**config.mk**
```make
export PLATFORM = sky130hd
export DESIGN_NAME = beat_run_sequencer
export DESIGN_NICKNAME = d
export VERILOG_FILES = /design/src/rtl/beat_run_sequencer.sv
export SDC_FILE = /design/constraint.sdc
export NUM_CORES = 1
export LEC_CHECK = 0
export ABC_AREA = 1
export CAP_MARGIN = 25
export CELL_PAD_IN_SITES_DETAIL_PLACEMENT = 0
export CELL_PAD_IN_SITES_GLOBAL_PLACEMENT = 1
export CORE_MARGIN = 3
export CORE_UTILIZATION = 33
export DETAILED_ROUTE_END_ITERATION = 6
export GPL_TIMING_DRIVEN = 0
export PLACE_DENSITY = 0.86
export SYNTH_ARGS = -nofsm -noshare
export SYNTH_HDL_FRONTEND = slang
export SYNTH_SLANG_ARGS = --single-unit
export TNS_END_PERCENT = 1
```
**constraint.sdc**
```tcl
create_clock -name T3 -period 2.7 [get_ports T3]
set_clock_uncertainty 0.1 [all_clocks]
set_input_delay 0.54 -clock T3 [delete_from_list [all_inputs] [get_ports T3]]
set_output_delay 0.54 -clock T3 [all_outputs]
set_load 0.05 [all_outputs]
```
**src/rtl/beat_run_sequencer.sv**
```systemverilog
// Beat sequencer for the hardwired instruction controller.
// Issues one-hot W[3:1] beats, stretches or shortens each machine cycle on
// the controller's SHORT/LONG requests, and stops on STOP, single-step mode
// or a PC breakpoint. Counts completed machine cycles for the console.
// All state changes on the falling edge of T3; #CLR is asynchronous.
//
// Handshake: there is no valid/ready pair here. A start event is a rising
// level on QD as seen across two consecutive falling T3 edges; it is honoured
// only while idle, and the controller's SHORT/LONG/STOP/LIR are sampled on
// the same falling edge that leaves the current beat.
module beat_run_sequencer #(
    parameter int ADDR_W = 8,
    parameter int CNT_W  = 16
) (
    input  logic              T3,
    input  logic              CLR,
    input  logic              QD,
    input  logic              STEP,
    input  logic              SHORT,
    input  logic              LONG,
    input  logic              STOP,
    input  logic              LIR,
    input  logic [ADDR_W-1:0] PC,
    input  logic              BRK_EN,
    input  logic [ADDR_W-1:0] BRK_ADDR,
    output logic [3:1]        W,
    output logic              RUN,
    output logic              BRK_HIT,
    output logic [CNT_W-1:0]  CYC_CNT,
    output logic [1:0]        DBG_STATE
);

    typedef enum logic [1:0] {
        S_IDLE = 2'd0,
        S_B1   = 2'd1,
        S_B2   = 2'd2,
        S_B3   = 2'd3
    } state_e;

    state_e             state_q, state_d;
    logic               qd_q;
    logic               stop_pend_q, stop_pend_d;
    logic               brk_hit_q, brk_hit_d;
    logic [CNT_W-1:0]   cnt_q, cnt_d;
    logic [3:1]         w_q;
    logic               run_q;

    logic               start;
    logic               brk_match;
    logic               end_cycle;
    logic               halt;

    function automatic logic [3:1] beat_of(input state_e s);
        case (s)
            S_B1:    beat_of = 3'b001;
            S_B2:    beat_of = 3'b010;
            S_B3:    beat_of = 3'b100;
            default: beat_of = 3'b000;
        endcase
    endfunction

    // Next-state, end-of-cycle and halt decision for the beat sequence.
    always_comb begin
        start       = QD & ~qd_q;
        brk_match   = BRK_EN & LIR & (PC == BRK_ADDR);
        state_d     = state_q;
        stop_pend_d = stop_pend_q;
        brk_hit_d   = brk_hit_q;
        cnt_d       = cnt_q;
        end_cycle   = 1'b0;
        halt        = 1'b0;

        case (state_q)
            S_IDLE: begin
                if (start) begin
                    state_d     = S_B1;
                    brk_hit_d   = 1'b0;
                    stop_pend_d = 1'b0;
                end
            end
            S_B1: begin
                // SHORT takes priority over LONG in the first beat.
                end_cycle = SHORT;
                if (!SHORT) state_d = S_B2;
            end
            S_B2: begin
                end_cycle = ~LONG;
                if (LONG) state_d = S_B3;
            end
            default: begin
                end_cycle = 1'b1;
            end
        endcase

        if (state_q != S_IDLE) begin
            if (STOP)      stop_pend_d = 1'b1;
            if (brk_match) brk_hit_d   = 1'b1;
        end

        if (end_cycle) begin
            cnt_d = cnt_q + {{(CNT_W-1){1'b0}}, 1'b1};
            // BRK_HIT is cleared at every start and any match halts at the end
            // of its own cycle, so a set flag while running means "this cycle".
            halt = stop_pend_q | STOP | STEP | brk_hit_q | brk_match;
            if (halt) begin
                state_d     = S_IDLE;
                stop_pend_d = 1'b0;
            end else begin
                state_d     = S_B1;
            end
        end
    end

    // State, flags, counter and registered beat outputs on falling T3.
    always_ff @(negedge T3 or negedge CLR) begin
        if (!CLR) begin
            state_q     <= S_IDLE;
            qd_q        <= 1'b0;
            stop_pend_q <= 1'b0;
            brk_hit_q   <= 1'b0;
            cnt_q       <= '0;
            w_q         <= 3'b000;
            run_q       <= 1'b0;
        end else begin
            state_q     <= state_d;
            qd_q        <= QD;
            stop_pend_q <= stop_pend_d;
            brk_hit_q   <= brk_hit_d;
            cnt_q       <= cnt_d;
            w_q         <= beat_of(state_d);
            run_q       <= (state_d != S_IDLE);
        end
    end

    assign W         = w_q;
    assign RUN       = run_q;
    assign BRK_HIT   = brk_hit_q;
    assign CYC_CNT   = cnt_q;
    assign DBG_STATE = state_q;

endmodule

```
==> results of run 1 <==
## cells in the mapped netlist
library cell / number / area (um^2)
dfrtn_1: 25 / 625.6
nor3_1: 2 / 10.01
nand2_2: 1 / 6.260
xor2_1: 9 / 78.83
nand4_1: 3 / 18.77
inv_1: 26 / 97.59
nor4_1: 1 / 6.260
nand2_1: 41 / 153.9
nand3b_1: 1 / 7.510
nor3_2: 1 / 10.01
a21oi_1: 4 / 20.02
o21ai_2: 1 / 8.760
nor2_1: 17 / 63.81
nor2_2: 4 / 25.02
o21ai_0: 1 / 5.000
ha_1: 1 / 12.51
nand2_4: 1 / 11.26
xnor2_1: 6 / 52.55
nor2b_1: 1 / 6.260
buf_6: 1 / 11.26
nand3_1: 10 / 50.05
## cell families after synthesis
| kind of cell | count (synthesis) | synth area share (%) |
|---|---|---|
| xor gates and xnor gates | 15 | 10.25 |
| AOI/OAI and AO/OA | 6 | 2.637 |
| adders and majority gates | 1 | 0.9764 |
| and+or+nand+nor | 83 | 28.81 |
| DFF | 25 | 48.83 |
| buffers and inverters | 27 | 8.496 |
## layer usage
| metal | GRT usage (%) | vias to the layer above |
|---|---|---|
| met5 | 0 | - |
| met4 | 3.722 | 0 |
| met3 | 3.777 | 5 |
| met2 | 23.71 | 18 |
| met1 | 17.52 | 534 |
| li1 | - | 622 |
## metrics by stage
step	total power, mW	instances
after floorplan	1.140	157
after global placement	1.410	252
after detailed placement	1.418	253
after CTS	1.793	277
after global routing	1.908	277
final	1.794	277
## power groups by stage
stage               clock network, mW  registers [mW]  logic [mW]
floorplan                           0           0.849       0.291
global placement                    0           0.575       0.834
detailed placement                  0           0.575       0.843
CTS                             0.232           0.536        1.02
global route                    0.243           0.550        1.11
finish                          0.221           0.537        1.04
## worst max path at each step
stage	start	to	slack, ns	cells past startpoint
2_1_floorplan	SHORT	CYC_CNT[12]	-0.14	6
3_3_place_gp	SHORT	CYC_CNT[12]	-0.80	7
3_5_place_dp	SHORT	CYC_CNT[12]	-0.82	7
4_1_cts	CYC_CNT[8]	CYC_CNT[8]	-0.19	1
5_1_grt	BRK_HIT	BRK_HIT	-0.22	1
6_report	CYC_CNT[7]	CYC_CNT[7]	-0.18	1
## area by class of cell
cell class	count	area, um^2
Buffer	1	15.01
Multi-Input combinational cell	105	636.9
Inverter	26	97.59
Clock buffer	3	41.29
Clock inverter	1	5.005
Fill cell	356	1573
Tap cell	48	60.06
Sequential cell	25	625.6
Timing Repair Buffer	68	634.4
## placed cells by master, fill, tap and decap left out, types with 2 or more instances in the layout
cell,count
buf_2,2
clkbuf_8,3
dlygate4sd2_1,18
a21oi_1,3
buf_4,20
nand2_1,35
nor2_1,14
nand2_2,4
nor3_1,2
nand4_1,3
inv_2,3
dfrtn_1,25
buf_8,2
nor2_4,2
clkdlybuf4s50_1,3
nor2_2,5
xnor2_1,6
nand3_2,2
nand2_4,3
nand3_1,8
buf_6,23
inv_1,23
xor2_1,9
## state kept, by name (all words and copies together), names as in the netlist
signal,flops
BRK_HIT,1
DBG_STATE,2
W,3
RUN,1
CYC_CNT,16
qd_q,1
stop_pend_q,1
## repair_timing
action                                  in CTS  in global routing
cloned                                       0                  0
endpoints found under the setup margin      44                 36
buffers inserted                            20                  0
pin swaps                                   17                  6
resized for setup                          194                 12
==> results.ini, run 1 <==
[cts]
cts_root_buf=clkbuf_8
clkTransAtPathRegs_ns=0.06
cts_made_buffers=3
cts_tree=yes
worstSkewPairLatency_ns=0.28
ctsHoldBuffers=0
cts_buffer_depth=2
cts_sinks=25
htreeDepth=1

[logic_synthesis]
syn_area_um2=1281
syn_inst=157
yosysSeqAreaShare_pct=48.83
yosys_warnings=0
synth_cell_types=21
synth-seq-cells=25
syn_area_per_cell_um2=8.161
syn-num-nets=183

[routing]
wl_met1_um=1275
vias_per_cell=4.256
drtPass1Iterations=4
dr_wl_met3_um=118
met2_length_um=1465
drtIter0Drc=30
drc_errors=0
ant_nets=0
dr.max_layer_used=met4
routed_wl_um=2899
drt-wirelength-per-cell_um=10.47
num_vias=1179

[power_and_ir_drop]
internal_power_mw=0.9815
irDropWorstVdd_mv=0.6028
power_frac_clock_pct=12.3
combinationalPowerShare_pct=57.7
pwr-share-seq_pct=29.9
switchingPower_mw=0.8127
power_leakage_nw=1.160
power.share.switching_pct=45.30
p_per_area_nw_per_um2=848.0

[floorplanning]
die_h_um=68.31
core_area_um2=3689
fp.dieW_um=68.31
rows=22
io_pins=48
start_util_pct=34.74
die_area_um2=4666

[worst_setup_path]
r2r-end=CYC_CNT[12]
worstPathCellList=buf_6
critPathSlowestCell=dfrtn_1
cp-end-kind=output pin
arrival_ns=2.24
max_stage_delay_ns=0.44
reg2reg_depth=8
crit_family=flip-flops
crit_fanout=2
crit_type=register to output pin
crit_required_ns=2.06
crit_buf_inv=1
rrSetupSlack_ns=0.93
cp-start-kind=register
r2r_start=CYC_CNT[0]

[cells_and_area]
utilization_pct=57.36
area_delta_synth_final_pct=65.14
drive_gt1_share_pct=32.75
stdcell_area_um2=2116
diodes=0
finalNetCount=256

[global_routing]
grt_usage_pct=14.01
grt_pass1_wl_um=4954
antenna_found_initial=0
grt_max_degree=15
grt_pass1_vias=1158
overflow=0

[sta]
report.final.slew_viol_count=0
final_hold_viol_count=0
rsz0062_at_grt=yes
fin_ws_ns=-0.1813
setup_tns_ns=-3.831
setup_viol=26
tightest_slew_ns=0.5907
hold-worst-slack_ns=0.4380
slew_headroom_pct=60.50

[job]
drv_cap=0

[placement]
place_congestion=0.7317
dpl_cell_area_um2=1866
io_buffers=47
hpwl_um=2182
post-place-ws_ns=-0.8164

[hold_path]
min_to=CYC_CNT[12]
hold_path_depth=2
min_from=CYC_CNT[12]
hp-class=register to register

[status]
status=finished with violations
failed_checks=setup timing

No activity file was read; power rests on OpenSTA's default activity.
==> run 2, diff against run 1 <==
CORE_UTILIZATION = 31   (was 33)
HOLD_SLACK_MARGIN = 0.02   (was default)
PLACE_DENSITY = 0.82   (was 0.86)
clock period = 3.3 ns   (was 2.7 ns; I/O delays follow)
==> results.ini, run 2 (synthesized netlist as in run 1, its figures left out) <==
[placement]
io_buffers=47  ; unchanged
place_congestion=0.7047  ; was 0.7317
hpwl_um=2221  ; was 2182 um
post-place-ws_ns=-0.5801  ; was -0.8164 ns

[hold_path]
min_to=CYC_CNT[12]  ; unchanged
hold_path_depth=1  ; was 2
hp-class=register to register  ; unchanged
min_from=CYC_CNT[12]  ; unchanged

[cells_and_area]
largest_reg_flops=16  ; unchanged
final_cell_mix=37 x nand2_1, 25 x dfrtn_1, 25 x inv_1, 23 x buf_6, 17 x nor2_1  ; was 35 x nand2_1, 25 x dfrtn_1, 23 x inv_1, 23 x buf_6, 20 x buf_4
multi_input_area_um2=594.3  ; was 636.9 um^2
final_common_cell=nand2_1  ; unchanged
fillers=371  ; was 356
diodes=0  ; unchanged
seqCellArea_um2=625.6  ; unchanged
area_delta_synth_final_pct=62.21  ; was 65.14%
finalNetCount=249  ; was 256
drive_gt1_share_pct=26.58  ; was 32.75%
utilization_pct=54.32  ; was 57.36%

[routing]
vias_per_cell=4.311  ; was 4.256
ant_nets=0  ; unchanged
drt-wirelength-per-cell_um=10.99  ; was 10.47 um
num_vias=1164  ; was 1179
drtPass1Iterations=4  ; unchanged
drtIter0Drc=54  ; was 30
routed_wl_um=2968  ; was 2899 um
drc_errors=0  ; unchanged

[cts]
cts_buffer_depth=2  ; unchanged
cts_tree=yes  ; unchanged
cts_root_buf=clkbuf_8  ; unchanged
cts_made_buffers=3  ; unchanged
cts_sinks=25  ; unchanged
worstSkewPairLatency_ns=0.28  ; about the same
ctsHoldBuffers=0  ; unchanged
clkTransAtPathRegs_ns=0.06  ; about the same
htreeDepth=1  ; unchanged

[status]
status=finished with violations  ; unchanged
failed_checks=setup timing  ; unchanged

[sta]
final_hold_viol_count=0  ; unchanged
slew_headroom_pct=63.50  ; was 60.50%
rsz0062_at_grt=yes  ; unchanged
hold-worst-slack_ns=0.3540  ; was 0.4380 ns
tightest_slew_ns=0.5458  ; was 0.5907 ns
setup_tns_ns=-0.6676  ; was -3.831 ns
report.final.slew_viol_count=0  ; unchanged
setup_viol=17  ; was 26
fin_ws_ns=-0.07723  ; was -0.1813 ns

[job]
drv_cap=0  ; unchanged

[power_and_ir_drop]
p_per_area_nw_per_um2=707.7  ; was 848.0 nW/um^2
power_leakage_nw=1.172  ; was 1.160 nW
p_total_mw=1.471  ; was 1.794 mW
irDropWorstVdd_mv=0.5666  ; was 0.6028 mV

[worst_setup_path]
r2r_start=CYC_CNT[0]  ; unchanged
crit_fanout=4  ; was 2
worstPathCellList=buf_6  ; unchanged
startpoint=CYC_CNT[11]  ; was CYC_CNT[7]
crit_required_ns=2.54  ; was 2.06 ns
critPathSlowestCell=dfrtn_1  ; unchanged
max_stage_delay_ns=0.50  ; was 0.44 ns
cp-end-kind=output pin  ; unchanged
crit_buf_inv=1  ; unchanged
crit_family=flip-flops  ; unchanged
cp.depth=1  ; unchanged
crit_type=register to output pin  ; unchanged
rrSetupSlack_ns=1.53  ; was 0.93 ns
cp-start-kind=register  ; unchanged
r2r-end=CYC_CNT[14]  ; was CYC_CNT[12]
reg2reg_depth=8  ; unchanged
arrival_ns=2.62  ; was 2.24 ns

[floorplanning]
start_util_pct=33.49  ; was 34.74%
rows=22  ; unchanged
die_area_um2=4941  ; was 4666 um^2
core_area_um2=3826  ; was 3689 um^2
fp.dieW_um=70.29  ; was 68.31 um
die_h_um=70.29  ; was 68.31 um
io_pins=48  ; unchanged

[global_routing]
grt_pass1_vias=1055  ; was 1158
grt_pass1_wl_um=4857  ; was 4954 um
grt_usage_pct=11.96  ; was 14.01%
grt_max_degree=17  ; was 15
antenna_found_initial=0  ; unchanged
overflow=0  ; unchanged

==> run 2: cell types whose count changed in the layout (fill, tap and decap cells not counted), sizes merged <==
cell and change:
buf -9, dlygate4sd2 -14, dlymetal6s2s +10, clkdlybuf4s50 +6
==> run 2: cell type report <==
cell class,count,area share [%]
inverter,26,4.696
timing repair buffer,61,30.95
buffer,1,0.5418
clock buffer,3,1.987
clock inverter,1,0.2408
sequential,25,30.10
multi-input combinational,105,28.60
tap,48,2.890
==> run 2: power breakdown <==
| group | leakage, nW | switching, mW | internal [mW] | total [mW] |
|---|---|---|---|---|
| clock | 0.0255 | 0.0957 | 0.0844 | 0.180 |
| sequential | 0.319 | 0.0608 | 0.389 | 0.449 |
| combinational | 0.827 | 0.501 | 0.340 | 0.841 |
==> run 2: timing repair <==
action,CTS,global route
endpoints found under the setup margin,41,31
cloned,0,0
pin swaps,4,14
hold endpoints to repair,0,0
gates resized for setup,170,19
setup buffers,6,7
==> run 2: metal layers <==
metal	part of all wire, %	global-route usage, %
met1	46	16.43
met2	49	19.02
met3	4.7	3.309
met4	0.57	1.915
met5	0	0
==> run 2: how the worst max path moves through the flow <==
stage,to,slack (ns)
final,CYC_CNT[11],-0.08
after global routing,RUN,-0.11
after CTS,CYC_CNT[4],-0.10
after detailed placement,CYC_CNT[15],-0.58
after global placement,CYC_CNT[15],-0.58
after floorplan,CYC_CNT[12],0.03
==> run 2: through the flow <==
stage | std cells | area (um^2)
6_report | 270 | 2078
5_1_grt | 270 | 2078
4_1_cts | 263 | 1974
3_5_place_dp | 253 | 1839
3_3_place_gp | 252 | 1812
2_1_floorplan | 157 | 1281
